## config.mk

```make
export PLATFORM = sky130hd
export DESIGN_NAME = id_ex_stage_flat
export DESIGN_NICKNAME = d
export VERILOG_FILES = /design/src/rtl/pipeline_pkg.sv /design/src/rtl/id_ex_stage_if.sv /design/src/rtl/id_ex_hazard.sv /design/src/rtl/id_ex_stage.sv /design/src/flat_wrapper.sv
export SDC_FILE = /design/constraint.sdc
export NUM_CORES = 1
export LEC_CHECK = 0
export BUFFER_PORTS_ARGS = -buffer_cell sky130_fd_sc_hd__buf_4
export CAP_MARGIN = 20
export CORE_AREA = 4 4 91 93
export CTS_CLUSTER_SIZE = 10
export DETAILED_ROUTE_END_ITERATION = 8
export DIE_AREA = 0 0 95 97
export PLACE_DENSITY = 0.75
export RECOVER_POWER = 25
export SLEW_MARGIN = 40
export SYNTH_ARGS = -nofsm -noshare
export SYNTH_HDL_FRONTEND = slang
export SYNTH_SLANG_ARGS = --single-unit
```

## constraint.sdc

```tcl
create_clock -name clk -period 1.9 [get_ports clk]
set_input_delay 0.095 -clock clk [delete_from_list [all_inputs] [get_ports clk]]
set_output_delay 0.095 -clock clk [all_outputs]
set_load 0.05 [all_outputs]
```

## src/rtl/pipeline_pkg.sv

```systemverilog
// Shared widths, control-bit positions and forward-select codes for the ID/EX slice.
// Forward precompute is enabled by defining ID_EX_FWD_PRECOMPUTE_EN.
package pipeline_pkg;

  localparam int DATA_W = 16;
  localparam int REG_W  = 3;
  localparam int CTRL_W = 9;

  localparam int CTRL_REGDST   = 8;
  localparam int CTRL_ALUSRC   = 7;
  localparam int CTRL_ALUOP_HI = 6;
  localparam int CTRL_ALUOP_LO = 4;
  localparam int CTRL_MEMREAD  = 3;
  localparam int CTRL_MEMWRITE = 2;
  localparam int CTRL_REGWRITE = 1;
  localparam int CTRL_MEMTOREG = 0;

  localparam logic [1:0] FWD_REG = 2'b00;
  localparam logic [1:0] FWD_MEM = 2'b10;
  localparam logic [1:0] FWD_WB  = 2'b01;

  typedef struct packed {
    logic [CTRL_W-1:0] ctrl;
    logic [REG_W-1:0]  rs;
    logic [REG_W-1:0]  rt;
    logic [REG_W-1:0]  rd;
    logic [DATA_W-1:0] readData1;
    logic [DATA_W-1:0] readData2;
    logic [DATA_W-1:0] imm;
  } id_ex_t;

  function automatic logic [REG_W-1:0] destOf(
    input logic             regDst,
    input logic [REG_W-1:0] rt,
    input logic [REG_W-1:0] rd
  );
    return regDst ? rd : rt;
  endfunction

endpackage

```

## src/rtl/id_ex_stage_if.sv

```systemverilog
// ID-to-EX bundle: decode-side inputs, registered EX-side outputs, hazard flags.
// Forward selects stay 00 unless ID_EX_FWD_PRECOMPUTE_EN is defined.
interface id_ex_stage_if;
  import pipeline_pkg::*;

  logic              Stall;
  logic              Flush;
  logic [CTRL_W-1:0] ID_Ctrl;
  logic [REG_W-1:0]  ID_Rs;
  logic [REG_W-1:0]  ID_Rt;
  logic [REG_W-1:0]  ID_Rd;
  logic [DATA_W-1:0] ID_ReadData1;
  logic [DATA_W-1:0] ID_ReadData2;
  logic [DATA_W-1:0] ID_Imm;

  logic [CTRL_W-1:0] EX_Ctrl;
  logic [REG_W-1:0]  EX_Rs;
  logic [REG_W-1:0]  EX_Rt;
  logic [REG_W-1:0]  EX_Rd;
  logic [DATA_W-1:0] EX_ReadData1;
  logic [DATA_W-1:0] EX_ReadData2;
  logic [DATA_W-1:0] EX_Imm;
  logic              EX_Valid;
  logic              LoadStall;
  logic [1:0]        EX_ForwardA;
  logic [1:0]        EX_ForwardB;

  modport master (
    output Stall, Flush, ID_Ctrl, ID_Rs, ID_Rt, ID_Rd,
    output ID_ReadData1, ID_ReadData2, ID_Imm,
    input  EX_Ctrl, EX_Rs, EX_Rt, EX_Rd,
    input  EX_ReadData1, EX_ReadData2, EX_Imm,
    input  EX_Valid, LoadStall, EX_ForwardA, EX_ForwardB
  );

  modport slave (
    input  Stall, Flush, ID_Ctrl, ID_Rs, ID_Rt, ID_Rd,
    input  ID_ReadData1, ID_ReadData2, ID_Imm,
    output EX_Ctrl, EX_Rs, EX_Rt, EX_Rd,
    output EX_ReadData1, EX_ReadData2, EX_Imm,
    output EX_Valid, LoadStall, EX_ForwardA, EX_ForwardB
  );

endinterface

```

## src/rtl/id_ex_hazard.sv

```systemverilog
// Load-use detection against the EX slot and, with ID_EX_FWD_PRECOMPUTE_EN,
// next-cycle forward selects from the P1/P2 shadow state.
module id_ex_hazard
  import pipeline_pkg::*;
(
  input  logic             exValid,
  input  logic             exRegDst,
  input  logic             exMemRead,
  input  logic             exRegWrite,
  input  logic [REG_W-1:0] exRt,
  input  logic [REG_W-1:0] exRd,
  input  logic [REG_W-1:0] idRs,
  input  logic [REG_W-1:0] idRt,
  output logic             loadStall
`ifdef ID_EX_FWD_PRECOMPUTE_EN
  ,
  input  logic [REG_W-1:0] p1Dest,
  input  logic             p1Wr,
  input  logic             p1Valid,
  input  logic [REG_W-1:0] p2Dest,
  input  logic             p2Wr,
  input  logic             p2Valid,
  output logic [1:0]       fwdA,
  output logic [1:0]       fwdB
`endif
);

  logic [REG_W-1:0] exDest;

  assign exDest = destOf(exRegDst, exRt, exRd);

  assign loadStall = exValid & exMemRead & exRegWrite
                   & (exDest != '0)
                   & ((exDest == idRs) | (exDest == idRt));

`ifdef ID_EX_FWD_PRECOMPUTE_EN
  // P1 is the nearer producer, so it is tested first
  function automatic logic [1:0] fwdSel(input logic [REG_W-1:0] src);
    if (p1Valid && p1Wr && p1Dest != '0 && p1Dest == src)
      return FWD_MEM;
    else if (p2Valid && p2Wr && p2Dest != '0 && p2Dest == src)
      return FWD_WB;
    else
      return FWD_REG;
  endfunction

  assign fwdA = fwdSel(idRs);
  assign fwdB = fwdSel(idRt);
`endif

endmodule

```

## src/rtl/id_ex_stage.sv

```systemverilog
// ID/EX pipeline register with bubble insertion, stall hold and load-use detect.
// ID_EX_FWD_PRECOMPUTE_EN adds P1/P2 shadow state and registered forward selects.
module id_ex_stage
  import pipeline_pkg::*;
(
  input logic          clk,
  input logic          rst,
  id_ex_stage_if.slave bus
);

  id_ex_t     idBundle;
  id_ex_t     exBundle;
  logic       exValid;
  logic       loadStall;
  logic       bubble;
  logic [1:0] fwdA;
  logic [1:0] fwdB;

  assign idBundle = '{
    ctrl:      bus.ID_Ctrl,
    rs:        bus.ID_Rs,
    rt:        bus.ID_Rt,
    rd:        bus.ID_Rd,
    readData1: bus.ID_ReadData1,
    readData2: bus.ID_ReadData2,
    imm:       bus.ID_Imm
  };

  assign bubble = bus.Flush | loadStall;

  always_ff @(posedge clk) begin
    if (rst) begin
      exBundle <= '0;
      exValid  <= 1'b0;
    end else if (bubble) begin
      exBundle      <= idBundle;
      exBundle.ctrl <= '0;
      exValid       <= 1'b0;
    end else if (!bus.Stall) begin
      exBundle <= idBundle;
      exValid  <= 1'b1;
    end
  end

`ifdef ID_EX_FWD_PRECOMPUTE_EN
  logic [REG_W-1:0] p1Dest;
  logic [REG_W-1:0] p2Dest;
  logic             p1Wr;
  logic             p2Wr;
  logic             p1Valid;
  logic             p2Valid;
  logic [1:0]       fwdANext;
  logic [1:0]       fwdBNext;

  always_ff @(posedge clk) begin
    if (rst) begin
      p1Dest  <= '0;
      p1Wr    <= 1'b0;
      p1Valid <= 1'b0;
      p2Dest  <= '0;
      p2Wr    <= 1'b0;
      p2Valid <= 1'b0;
      fwdA    <= FWD_REG;
      fwdB    <= FWD_REG;
    end else if (bubble || !bus.Stall) begin
      p2Dest  <= p1Dest;
      p2Wr    <= p1Wr;
      p2Valid <= p1Valid;
      p1Dest  <= destOf(bus.ID_Ctrl[CTRL_REGDST], bus.ID_Rt, bus.ID_Rd);
      p1Wr    <= !bubble && bus.ID_Ctrl[CTRL_REGWRITE];
      p1Valid <= !bubble;
      fwdA    <= bubble ? FWD_REG : fwdANext;
      fwdB    <= bubble ? FWD_REG : fwdBNext;
    end
  end
`else
  assign fwdA = FWD_REG;
  assign fwdB = FWD_REG;
`endif

  id_ex_hazard uHazard (
    .exValid    (exValid),
    .exRegDst   (exBundle.ctrl[CTRL_REGDST]),
    .exMemRead  (exBundle.ctrl[CTRL_MEMREAD]),
    .exRegWrite (exBundle.ctrl[CTRL_REGWRITE]),
    .exRt       (exBundle.rt),
    .exRd       (exBundle.rd),
    .idRs       (bus.ID_Rs),
    .idRt       (bus.ID_Rt),
    .loadStall  (loadStall)
`ifdef ID_EX_FWD_PRECOMPUTE_EN
    ,
    .p1Dest     (p1Dest),
    .p1Wr       (p1Wr),
    .p1Valid    (p1Valid),
    .p2Dest     (p2Dest),
    .p2Wr       (p2Wr),
    .p2Valid    (p2Valid),
    .fwdA       (fwdANext),
    .fwdB       (fwdBNext)
`endif
  );

  assign bus.EX_Ctrl      = exBundle.ctrl;
  assign bus.EX_Rs        = exBundle.rs;
  assign bus.EX_Rt        = exBundle.rt;
  assign bus.EX_Rd        = exBundle.rd;
  assign bus.EX_ReadData1 = exBundle.readData1;
  assign bus.EX_ReadData2 = exBundle.readData2;
  assign bus.EX_Imm       = exBundle.imm;
  assign bus.EX_Valid     = exValid;
  assign bus.LoadStall    = loadStall;
  assign bus.EX_ForwardA  = fwdA;
  assign bus.EX_ForwardB  = fwdB;

endmodule

```

## src/flat_wrapper.sv

```systemverilog
// flat-port wrapper written by rule: the top's interface ports become plain ports
module id_ex_stage_flat import pipeline_pkg::*;
  (clk, rst, bus_Stall, bus_Flush, bus_ID_Ctrl, bus_ID_Rs, bus_ID_Rt, bus_ID_Rd, bus_ID_ReadData1, bus_ID_ReadData2, bus_ID_Imm, bus_EX_Ctrl, bus_EX_Rs, bus_EX_Rt, bus_EX_Rd, bus_EX_ReadData1, bus_EX_ReadData2, bus_EX_Imm, bus_EX_Valid, bus_LoadStall, bus_EX_ForwardA, bus_EX_ForwardB);
  id_ex_stage_if bus_i ();
  input logic clk;
  input logic rst;
  input wire logic [$bits(bus_i.Stall)-1:0] bus_Stall;
  input wire logic [$bits(bus_i.Flush)-1:0] bus_Flush;
  input wire logic [$bits(bus_i.ID_Ctrl)-1:0] bus_ID_Ctrl;
  input wire logic [$bits(bus_i.ID_Rs)-1:0] bus_ID_Rs;
  input wire logic [$bits(bus_i.ID_Rt)-1:0] bus_ID_Rt;
  input wire logic [$bits(bus_i.ID_Rd)-1:0] bus_ID_Rd;
  input wire logic [$bits(bus_i.ID_ReadData1)-1:0] bus_ID_ReadData1;
  input wire logic [$bits(bus_i.ID_ReadData2)-1:0] bus_ID_ReadData2;
  input wire logic [$bits(bus_i.ID_Imm)-1:0] bus_ID_Imm;
  output wire logic [$bits(bus_i.EX_Ctrl)-1:0] bus_EX_Ctrl;
  output wire logic [$bits(bus_i.EX_Rs)-1:0] bus_EX_Rs;
  output wire logic [$bits(bus_i.EX_Rt)-1:0] bus_EX_Rt;
  output wire logic [$bits(bus_i.EX_Rd)-1:0] bus_EX_Rd;
  output wire logic [$bits(bus_i.EX_ReadData1)-1:0] bus_EX_ReadData1;
  output wire logic [$bits(bus_i.EX_ReadData2)-1:0] bus_EX_ReadData2;
  output wire logic [$bits(bus_i.EX_Imm)-1:0] bus_EX_Imm;
  output wire logic [$bits(bus_i.EX_Valid)-1:0] bus_EX_Valid;
  output wire logic [$bits(bus_i.LoadStall)-1:0] bus_LoadStall;
  output wire logic [$bits(bus_i.EX_ForwardA)-1:0] bus_EX_ForwardA;
  output wire logic [$bits(bus_i.EX_ForwardB)-1:0] bus_EX_ForwardB;
  assign bus_i.Stall = bus_Stall;
  assign bus_i.Flush = bus_Flush;
  assign bus_i.ID_Ctrl = bus_ID_Ctrl;
  assign bus_i.ID_Rs = bus_ID_Rs;
  assign bus_i.ID_Rt = bus_ID_Rt;
  assign bus_i.ID_Rd = bus_ID_Rd;
  assign bus_i.ID_ReadData1 = bus_ID_ReadData1;
  assign bus_i.ID_ReadData2 = bus_ID_ReadData2;
  assign bus_i.ID_Imm = bus_ID_Imm;
  assign bus_EX_Ctrl = bus_i.EX_Ctrl;
  assign bus_EX_Rs = bus_i.EX_Rs;
  assign bus_EX_Rt = bus_i.EX_Rt;
  assign bus_EX_Rd = bus_i.EX_Rd;
  assign bus_EX_ReadData1 = bus_i.EX_ReadData1;
  assign bus_EX_ReadData2 = bus_i.EX_ReadData2;
  assign bus_EX_Imm = bus_i.EX_Imm;
  assign bus_EX_Valid = bus_i.EX_Valid;
  assign bus_LoadStall = bus_i.LoadStall;
  assign bus_EX_ForwardA = bus_i.EX_ForwardA;
  assign bus_EX_ForwardB = bus_i.EX_ForwardB;
  id_ex_stage u_core (.clk(clk), .rst(rst), .bus(bus_i));
endmodule
```

==> reports/results.ini, run 1 <==
[run_status]
status=complete, but fails checks
violations=setup timing

[timing]
whs_ns=0.00753
drv_slew=0
fin_crit_sh=1.03
setup_viol=45
setup_tns_ns=-0.977
finalHoldViolations=0
maxSlewHeadroom=0.570
finalCriticalPeriod_ns=1.96
setup_slack_ns=-0.0617
worstMarginPinSlew_ns=0.648
max_freq_mhz=510
skew_ns=0.00737
rsz0062_at_grt=true

[floorplan]
row_count=32
dieArea_um2=9220
chipHeight_um=97
die_x_um=95
start_util=0.410
ios=142
core_area_um2=7530

[finish]
syn_to_final_growth_pct=44.9
utilization=0.595
final_layout_size_suffix_gt1_frac=0.353
ff_latch_area_um2=1370
stdcell_area_um2=4480
multi_input_area_um2=1670
n_antenna_cell=0
layout.nets=514
fillerInstances=686

[worst_setup_path]
max_stage_delay_ns=0.42
slowest_stage=dfxtp_4
critPathMaxFanout=19
critPathRequiredTime_ns=2.15
cp-startpoint=u_core.bus.EX_Ctrl[8]
reg2regPathDepth=7
r2r_slack_ns=-0.06
worst_setup_path_end_kind=register
worstPathCellList=mux2i_2, xnor2_1, nor4_4, nor4b_4, buf_4, clkbuf_16, mux2i_1
cp-start-kind=register
crit_path_end=u_core.bus.EX_ReadData2[14]
path_class=reg -> reg
crit_arrival_ns=2.21
reg2reg_from=u_core.bus.EX_Ctrl[8]
r2r-end=u_core.bus.EX_ReadData2[14]

[route]
wl_per_cell_um=13.5
drt-initial-drc-count=59
dr_wl_met3_um=644
routedLengthMet1_mm=3.31
vias_per_cell=4.45
finalWirelength_mm=7.41
vias=2449
wl_met2_mm=3.38
ant_nets=0
drtPass1Iterations=4
drcViolationCount=0
top_layer=met4

[yosys]
synth_top_area_share=0.434
syn_avg_cell_area_um2=10.1
synth.area.mux_share=0.224
synth_async_sr_flop_share=0
synthXorXnorAreaFrac=0.0170
synth_edf_count=0
synth_top_family_by_area=simple AND/OR/NAND/NOR gates
ys_warn_count=0
ys_seq_area_frac=0.434
yosys_register_bits=67
ys_types=20
synth_simple_gate_area_frac=0.268
synthTopCellsByCount=nand2b_1 (114), mux2i_1 (69), dfxtp_1 (67), clkbuf_1 (14), nor2_1 (9)
syn-cell-area_um2=3090
synth_compound_area_frac=0.00162
yosys.area.top_type=dfxtp_1
ys.flop_type=dfxtp_1
synthAdderAreaFrac=0
synthTopCellsByArea=dfxtp_1 (43%), nand2b_1 (23%), mux2i_1 (22%)
synth_most_common_cell=nand2b_1
netlist_instances=305

[cts]
clk_latency_ns=0.33
clock_path_buffers=2
clockRootBuffer=clkbuf_8
clk_pin_slew_ns=0.07
clock-sinks=67
htreeDepth=3
cts_tree=done
cts_buffers=9

[place]
port_buffers=137
gp_congestion=0.762
placed_area_um2=4190
dpl.hpwl_mm=5.16

[power]
leakage_nw=1.93
peakVddDrop_mv=0.429
power_mw=3.43
powerDensity_nw_per_um2=766

[global_routing]
grt_pass1_wl_mm=11.4
grt_max_degree=65
grt_usage=0.154
grt_pass1_vias=2460
gr-total-overflow=0
antenna_found_initial=0

[hold_path]
whs_path_depth=3
hold_path.class=in -> reg

[run]
maxCapViolCount=0

[cells by family after synthesis]
kind of cell / count (synthesis)
AND/OR/NAND/NOR: 132
multiplexers: 69
flip-flops: 67
buffers and inverters: 29
XOR/XNOR: 6
AO/OA/AOI/OAI: 1
other: 1
[stage by stage]
| step | cells | worst slack (ns) |
|---|---|---|
| after floorplan | 308 | 0.00306 |
| after global placement | 525 | -0.109 |
| after detailed placement | 525 | -0.190 |
| after CTS | 548 | -0.106 |
| after global routing | 550 | -0.165 |
| final | 550 | -0.0617 |
[where the power goes]
part           internal, mW  total (mW)  switching, mW  leakage [nW]
logic                 0.350       0.877          0.528          1.29
clock network         0.503       0.999          0.496        0.0838
registers              1.49        1.55         0.0610         0.559
total                  2.35        3.43           1.08          1.93
[cells in the final DEF, fill, tap and decap left out, types with 2 or more instances in the layout]
cell type      count
nand2b_1         114
dfxtp_2            2
mux2i_4            2
mux2i_1           66
conb_1             4
clkbuf_1          19
dfxtp_4            6
nor4b_4            2
nor2_1             9
buf_6              2
buf_4            125
dfxtp_1           59
dlygate4sd3_1      8
xnor2_1            5
nor4_4             2
clkbuf_8          10
[cell type report]
type	instances	share of cell area
multi-input combinational	212	0.374
timing repair buffer	153	0.256
inverter	1	0.000838
clock buffer	13	0.0333
tap	102	0.0285
sequential	67	0.305
clock inverter	2	0.00252
[sequential cells by signal (all words and copies together) (netlist names)]
register / flops
u_core.bus.EX_Rd: 3
u_core.bus.EX_Valid: 1
u_core.bus.EX_Rs: 3
u_core.bus.EX_Imm: 16
u_core.bus.EX_ReadData2: 16
u_core.bus.EX_ReadData1: 16
u_core.bus.EX_Rt: 3
u_core.bus.EX_Ctrl: 9
[repair_timing]
action                                  in CTS  in global routing
setup buffers                                0                  1
hold buffers                                 8                  0
cloned                                       0                  1
endpoints found under the setup margin      66                 65
pin swaps                                    3                  2
resized for setup                            7                  8
endpoints found under the hold margin        8                  0
[layer usage]
layer	track usage	vias up
li1	-	1256
met1	0.192	1087
met2	0.246	93
met3	0.0498	13
met4	0.0599	0
met5	0	-
[worst min-delay path by stage]
stage / end / start
floorplan: u_core.bus.EX_Rd[0] / bus_ID_Rd[0]
global placement: u_core.bus.EX_Ctrl[4] / bus_ID_Ctrl[4]
detailed placement: u_core.bus.EX_Ctrl[6] / bus_ID_Ctrl[6]
CTS: u_core.bus.EX_Ctrl[5] / bus_ID_Ctrl[5]
global route: u_core.bus.EX_ReadData2[1] / bus_ID_ReadData2[1]
finish: u_core.bus.EX_Ctrl[5] / bus_ID_Ctrl[5]
[critical path: cells and delay by family, from the launching register on]
family,cells,cell delay [ns]
AND/OR/NAND/NOR,2,0.34
XOR/XNOR,1,0.20
multiplexers,2,0.50
buffers and inverters,2,0.42
flip-flops,1,0.42
Note: power is estimated with default switching activity, not from simulation.
==> run 2, diff against run 1 <==
BUFFER_PORTS_ARGS = -buffer_cell sky130_fd_sc_hd__buf_2   (was -buffer_cell sky130_fd_sc_hd__buf_4)
==> run 2 against run 1 <==
Against the previous run:
- via count grew 9.2%
- power grew 1.4%
- utilization grew 2.4 points
- global-route usage rose by 2.0 points
- final cell count is 6.0% higher
- combinational power rose by 3.0%
- flip-flop and latch count unchanged
- wire length is 12% higher
- register-to-register slack lost 0.02 ns
- the run still ends with setup timing left
- first-iteration DRC count rose by 1.7%
- sequential share of layout area shrank 1.2 points
- die area is the same
==> reports/results.ini, run 2 (synthesis gave the netlist of run 1 again) <==
[run_status]
status=complete, but fails checks  ; unchanged
violations=setup timing  ; unchanged

[finish]
layout.nets=546  ; was 514
final_cell_mix=buf_2 (118), nand2b_1 (114), mux2i_1 (64)  ; was buf_4 (125), nand2b_1 (114), mux2i_1 (66)
n_antenna_cell=0  ; unchanged
final_common_cell=buf_2  ; was buf_4
syn_to_final_growth_pct=50.9  ; was 44.9%
final_layout_size_suffix_gt1_frac=0.360  ; was 0.353
final_cell_count_no_fill=583  ; was 550

[worst_setup_path]
critPathRequiredTime_ns=1.80  ; was 2.15 ns
r2r_slack_ns=-0.08  ; was -0.06 ns
slowest_stage=dfxtp_4  ; unchanged
path_buf_inv=1  ; was 2
worst_setup_path_end_kind=primary output  ; was register
crit_family=simple AND/OR/NAND/NOR gates  ; was multiplexers
reg2reg_from=u_core.bus.EX_Ctrl[8]  ; unchanged
critPathMaxFanout=6  ; was 19
path_class=reg -> out  ; was reg -> reg
worstPathCellList=mux2i_4, xnor2_2, nor4_4, or2_1, buf_6  ; was mux2i_2, xnor2_1, nor4_4, nor4b_4, buf_4, clkbuf_16, mux2i_1
reg2regPathDepth=7  ; unchanged
r2r-end=u_core.bus.EX_ReadData1[3]  ; was u_core.bus.EX_ReadData2[14]
max_stage_delay_ns=0.43  ; was 0.42 ns
cp-start-kind=register  ; unchanged
crit_arrival_ns=1.90  ; was 2.21 ns

[run]
maxCapViolCount=0  ; unchanged

[route]
ant_nets=0  ; unchanged
drtPass1Iterations=4  ; unchanged
wl_per_cell_um=14.2  ; was 13.5 um
drt-initial-drc-count=60  ; was 59
drcViolationCount=0  ; unchanged
vias=2674  ; was 2449
vias_per_cell=4.59  ; was 4.45
finalWirelength_mm=8.29  ; was 7.41 mm

[timing]
maxSlewHeadroom=0.583  ; was 0.570
rsz0062_at_grt=true  ; unchanged
fin_crit_sh=1.05  ; was 1.03
setup_viol=58  ; was 45
finalHoldViolations=0  ; unchanged
finalCriticalPeriod_ns=1.99  ; was 1.96 ns
drv_slew=0  ; unchanged
whs_ns=0.0154  ; was 0.00753 ns
skew_ns=0.00928  ; was 0.00737 ns
worstMarginPinSlew_ns=0.629  ; was 0.648 ns
setup_tns_ns=-2.26  ; was -0.977 ns
setup_slack_ns=-0.0937  ; was -0.0617 ns
max_freq_mhz=502  ; was 510 MHz

[place]
pre_cts_ws_ns=-0.191  ; was -0.190 ns
port_buffers=137  ; unchanged
gp_congestion=0.735  ; was 0.762
dp_cells=525  ; unchanged
dpl.hpwl_mm=5.16  ; about the same

[cts]
clock-sinks=67  ; unchanged
cts_buffers=9  ; unchanged
htreeDepth=3  ; unchanged
clk_pin_slew_ns=0.07  ; about the same
clockRootBuffer=clkbuf_8  ; unchanged
clock_path_buffers=2  ; unchanged
clk_latency_ns=0.34  ; was 0.33 ns
cts_tree=done  ; unchanged

[floorplan]
dieArea_um2=9220  ; unchanged
chipHeight_um=97  ; unchanged
die_x_um=95  ; unchanged
core_area_um2=7530  ; unchanged
start_util=0.410  ; unchanged
row_count=32  ; unchanged
ios=142  ; unchanged

[power]
powerDensity_nw_per_um2=746  ; was 766 nW/um^2
leakage_nw=2.05  ; was 1.93 nW
power_frac_comb=0.260  ; was 0.256
p_sw_mw=1.17  ; was 1.08 mW
sequentialPowerShare=0.447  ; was 0.453
peakVddDrop_mv=0.401  ; was 0.429 mV
switching_share=0.337  ; was 0.316
power_frac_clock=0.293  ; was 0.291
p_int_mw=2.30  ; was 2.35 mW

[hold_path]
min_from=bus_ID_Imm[3]  ; was bus_ID_Ctrl[5]
hold_path.class=in -> reg  ; unchanged
min_to=u_core.bus.EX_Imm[3]  ; was u_core.bus.EX_Ctrl[5]
whs_path_depth=3  ; unchanged

[global_routing]
gr-total-overflow=0  ; unchanged
grt_max_degree=115  ; was 65
grt_pass1_wl_mm=12.7  ; was 11.4 mm
grt_pass1_vias=2709  ; was 2460
antenna_found_initial=0  ; unchanged
grt_usage=0.175  ; was 0.154

run 2: worst max-delay path by stage:
stage	startpoint	depth (start not counted)	end	slack, ns
final	u_core.bus.EX_Ctrl[8]	5	bus_LoadStall	-0.09
after global routing	u_core.bus.EX_Ctrl[8]	7	u_core.bus.EX_ReadData2[3]	-0.19
after CTS	u_core.bus.EX_Ctrl[8]	5	bus_LoadStall	-0.13
after detailed placement	u_core.bus.EX_Ctrl[8]	6	u_core.bus.EX_Rd[2]	-0.19
after global placement	u_core.bus.EX_Ctrl[8]	6	u_core.bus.EX_ReadData2[0]	-0.12
after floorplan	u_core.bus.EX_Ctrl[8]	8	u_core.bus.EX_Imm[0]	0.003
run 2: timing repair:
action / in CTS / in global routing
setup endpoints to repair: 58 / 66
pin swaps: 5 / 3
setup buffers: 2 / 0
endpoints found under the hold margin: 35 / 0
resized for setup: 17 / 15
hold buffers: 35 / 0
cloned: 3 / 2
run 2: area by class of cell:
class                   count  area, um^2
clock buffers               9         124
well taps                 102         128
clock inverters             7        45.0
repair buffers            185        1260
inverters                   1        3.75
multi-input cells         212        1730
fillers                   653        2870
flip-flops and latches     67        1370
run 2: power by group through the flow:
| stage | registers (mW) | clock network, mW | logic (mW) |
|---|---|---|---|
| 6_report | 1.55 | 1.02 | 0.903 |
| 3_3_place_gp | 1.57 | 0 | 0.766 |
| 2_1_floorplan | 1.87 | 0 | 0.279 |
| 4_1_cts | 1.55 | 1.06 | 0.877 |
| 3_5_place_dp | 1.58 | 0 | 0.779 |
| 5_1_grt | 1.56 | 1.11 | 0.958 |
run 2: per-stage QoR:
| stage | util | total power, mW | area, um^2 |
|---|---|---|---|
| floorplan | - | 2.15 | 3140 |
| CTS | 0.604 | 3.48 | 4540 |
| finish | 0.619 | 3.48 | 4660 |
| global route | 0.619 | 3.63 | 4660 |
| detailed placement | 0.513 | 2.36 | 3860 |
| global placement | 0.513 | 2.34 | 3860 |
run 2: per-layer routing:
layer | track usage | vias to the layer above | part of all wire
met1 | 0.192 | 1236 | 0.39
met4 | 0.0688 | 0 | 0.023
met2 | 0.302 | 105 | 0.50
met5 | 0 | - | 0
li1 | - | 1320 | -
met3 | 0.0622 | 13 | 0.091
run 2: worst register-to-register path: cells and delay by family, from the launching register on:
family                    cells  cell delay (ns)
xor gates and xnor gates      1             0.17
buffers and inverters         2             0.40
DFF                           1             0.43
muxes                         2             0.51
and+or+nand+nor               2             0.39
